--- src/rtl/rr_mux_arbiter.sv ---
// rr_mux_arbiter: round-robin N:1 arbiter steering data through a MUX2 tree into a valid/ready output register.
// Optional burst lock per requester when RR_ARB_LOCK_EN is defined.
module mux2 #(
    parameter int W = 8
) (
    input  logic [W-1:0] a,
    input  logic [W-1:0] b,
    input  logic         s,
    output logic [W-1:0] y
);
    assign y = s ? b : a;
endmodule

module rr_mux_arbiter #(
    parameter int N  = 4,
    parameter int W  = 8,
    parameter int SW = $clog2(N)
) (
    input  logic          clk,
    input  logic          rst_n,
    input  logic [N-1:0]  req,
    input  logic [N*W-1:0] data_in,
`ifdef RR_ARB_LOCK_EN
    input  logic [N-1:0]  lock,
`endif
    output logic [N-1:0]  gnt,
    output logic [SW-1:0] sel,
    output logic          out_valid,
    output logic [W-1:0]  out_data,
    input  logic          out_ready
);
    typedef enum logic {EMPTY, FULL} state_t;
    state_t state, nxt;
    logic [SW-1:0] ptr, win, idx;
    logic hit, free, do_gnt;
    logic [W-1:0] node [2*N-1];
    assign out_valid = (state == FULL);
    assign free = ~out_valid | out_ready;
    // Scan from the highest offset down so the lowest offset from ptr wins.
    always_comb begin
        win = '0;
        hit = 1'b0;
        idx = '0;
        for (int o = N-1; o >= 0; o--) begin
            idx = ptr + SW'(o);
            if (req[idx]) begin
                win = idx;
                hit = 1'b1;
            end
        end
`ifdef RR_ARB_LOCK_EN
        if (lock[sel] && req[sel]) begin
            win = sel;
            hit = 1'b1;
        end
`endif
    end
    assign do_gnt = rst_n & free & hit;
    assign gnt = do_gnt ? (N'(1) << win) : '0;
    always_comb begin
        nxt = do_gnt ? FULL : (free ? EMPTY : state);
    end
    // Heap-ordered tree: leaves at N-1.., node j feeds from 2j+1/2j+2, root uses the MSB.
    for (genvar i = 0; i < N; i++) begin : g_leaf
        assign node[N-1+i] = data_in[i*W +: W];
    end
    for (genvar i = 0; i < N-1; i++) begin : g_node
        localparam int D = $clog2(i+2) - 1;
        mux2 #(.W(W)) u_mux (.a(node[2*i+1]), .b(node[2*i+2]), .s(win[SW-1-D]), .y(node[i]));
    end
    always_ff @(posedge clk or negedge rst_n) begin
        if (!rst_n) begin
            state    <= EMPTY;
            ptr      <= '0;
            sel      <= '0;
            out_data <= '0;
        end else begin
            state <= nxt;
            if (do_gnt) begin
                ptr      <= win + SW'(1);
                sel      <= win;
                out_data <= node[0];
            end
        end
    end
endmodule

--- config.mk ---
export PLATFORM = sky130hd
export DESIGN_NAME = rr_mux_arbiter
export DESIGN_NICKNAME = d
export VERILOG_FILES = /design/src/rtl/rr_mux_arbiter.sv
export SDC_FILE = /design/constraint.sdc
export NUM_CORES = 1
export LEC_CHECK = 0
export CORE_MARGIN = 3
export CORE_UTILIZATION = 35
export CTS_BUF_LIST = sky130_fd_sc_hd__clkbuf_4 sky130_fd_sc_hd__clkbuf_8 sky130_fd_sc_hd__clkbuf_16
export DETAILED_ROUTE_END_ITERATION = 16
export PLACE_DENSITY = 0.77
export SLEW_MARGIN = 10
export SYNTH_ARGS = -nofsm -noshare
export SYNTH_HDL_FRONTEND = slang
export SYNTH_HIERARCHICAL = 1
export SYNTH_SLANG_ARGS = --single-unit
--- constraint.sdc ---
create_clock -name clk -period 1.98 [get_ports clk]
set_clock_uncertainty 0.05 [all_clocks]
set_input_delay 0.396 -clock clk [delete_from_list [all_inputs] [get_ports clk]]
set_output_delay 0.396 -clock clk [all_outputs]
set_load 0.05 [all_outputs]
==> run metrics <==
boundary pin count=54; first-pass GRT wire length=4280 um; most used cell, CP=buf_12; share of layout cells above drive strength 1=52.6%; Placer Congestion=about 0.77; pre-CTS setup slack=-0.568 ns; CTS clk-pin slew, worst paths=0.08 ns; top cell type's share of synthesized area=a little over a third; clock root cell=clkbuf_4; Die Span X=between 60 and 70 um; die area=between 3000 and 4000 sq um; EDFF count, synth=0; Post-Syn Nets=approximately 120; Avg Cell Area, Syn=13.1 sq um; global route overflow=0; CP Cell Sequence=buf_12 -> nand2_4 -> a21oi_4 -> nor3_4 -> buf_12 -> buf_8 -> and3_4 -> buf_12; Worst Path Max Fanout=5; failing checks=negative setup slack; worst-skew pair later-pin latency=roughly 0.27 ns; Seq cells post-synth=13; max incr delay on CP=roughly 0.45 ns; CP max stage cell=dfrtp_2; Crit Path Class=reg2out; met1 usage=16.6%; synthesized cell area=roughly 1000 sq um; most frequent cells after synthesis=mux2_4, dfrtp_1, mux2_2; Max Freq=around 450 MHz; vias per cell=around 4.8; core footprint=2780 sq um; global routing usage on met2=a little under 30%; WP buf/inv=4; initial antenna violation count=0; cell taking the most area after synthesis=mux2_4; Fin. Hold Viols=0; Worst Tran Pin Value=roughly 0.51 ns; Final nets=between 150 and 200; largest net degree at the start of global routing=14; Max clock buf depth=2; Routed Antenna Nets=0; Initial Util=a little under two fifths; CTS buffer count=3; htree depth=1; Post-synth ARST share=100%; status=finished, violations left; Final HPWL DP=roughly 2000 um; CTS tree=yes; antenna diode count=0; worst vdd ir=slightly below 800 uV; cell with the most instances after synthesis=mux2_4; Mapped Cells=79; Max-cap violations=0; CP Launch Type=flop; Cell Pwr Density=1110 nW/um^2; Final Worst Setup Slack=-0.253 ns; drt pass-1 iters=4; initial drt markers=16; final setup vio count=12; FP Rows=19; Area Growth Syn to Fin=92.5%; Ys Warns=6; Netlist cell types=20; setup repair after global routing missed its margin=yes; worst min path class=reg2reg; Final min period=around 2.2 ns; final period utilization=113%; Placed Area=about 1700 sq um; Crit. End Element=output port; Final Max Slew Viols=0; CTS sink count=13; synth top area cells=mux2_4, dfrtp_1, mux2_2; IO buf count=53; Final Cell Area=roughly 2000 sq um; Total Wirelength=around 2600 um; Top FF cell, synth=dfrtp_1; all-layer global routing usage=approximately 15%; # fillers=slightly below 200; CP arrival=around 1.8 ns; DRC viols=0; GR peak layer=met2; sequential share of the synthesized area=between 30% and 40%; LEAKAGE=0.917 nW; hold buffers post-CTS=0; total vias in the final route=between 900 and 1000; Avg WL per Cell=14.1 um; CP Data Required Time=1.53 ns; Slew HR=around two thirds; Die Span Y=slightly above 60 um; met3 Use GR=2.98%; vias in the first global route=990; critical path's top delay family=buffers and inverters
routing by layer:
| metal | part of all wire, % | vias to the layer above |
|---|---|---|
| met4 | 0.95 | 0 |
| li1 | - | 437 |
| met3 | 7.8 | 2 |
| met5 | 0 | - |
| met1 | 37 | 423 |
| met2 | 54 | 44 |
layout make-up:
class	instances	area, sq um	area share, %
multi-input cells	57	762	38.3
repair buffers	77	818	41.1
flip-flops and latches	13	327	16.4
clock buffers	3	22.5	1.13
clock inverters	1	5.00	0.251
inverters	5	18.8	0.942
well taps	31	38.8	1.95
state kept, by name (all words and copies together) (netlist names):
signal,count
out_data,8
out_valid,1
ptr,2
sel,2
cells by family (layout without fill, tap and decap cells):
kind of cell,after synthesis,in the layout,synth area share (%)
flip-flops,13,13,31.4
AND/OR/NAND/NOR,12,12,6.89
XOR/XNOR,1,1,0.847
AO/OA/AOI/OAI,11,11,9.79
multiplexers,33,33,44.9
buffers and inverters,9,86,6.17
layout by cell type, fill, tap and decap left out, types with 3 or more instances in the layout:
master           instances
a21oi_4                  3
clkbuf_4                 3
buf_12                   8
dfrtp_1                 12
dlygate4sd2_1            3
mux2_4                  31
clkdlybuf4s50_1         43
inv_1                    5
buf_4                   19
stage by stage:
step	power (mW)	utilization (%)	hold WS (ns)	setup TNS (ns)	std cells
floorplan	1.34	-	0.0504	-1.32	79
global placement	1.76	62.8	0.441	-6.48	173
detailed placement	1.79	62.8	0.447	-7.11	173
CTS	2.21	70.8	0.469	-2.35	186
global route	2.32	71.6	0.482	-3.26	187
finish	2.22	71.6	0.471	-2.46	187
final timing paths:
check / endpoint / from / cells past startpoint / slack (ns)
max in group asynchronous: ptr[1] / rst_n / 2 / 1.24
max reg2reg: out_data[4] / ptr[1] / 9 / -0.22
min in group asynchronous: out_data[0] / rst_n / 2 / 0.48
min reg2reg: out_data[0] / out_data[0] / 1 / 0.47
max: gnt[3] / ptr[1] / 8 / -0.25
min: out_data[0] / out_data[0] / 1 / 0.47
where the power goes:
part | internal, mW | switching, mW
combinational | 0.873 | 0.744
clock | 0.0747 | 0.0825
sequential | 0.372 | 0.0739
total | 1.32 | 0.901
repair_timing:
item                       in CTS  in global routing
pin swaps                       9                  5
setup buffers                   8                  2
resized for setup              25                  6
setup endpoints to repair      12                 13
cloned                          1                  0
Note: power is estimated with default switching activity, not from simulation.
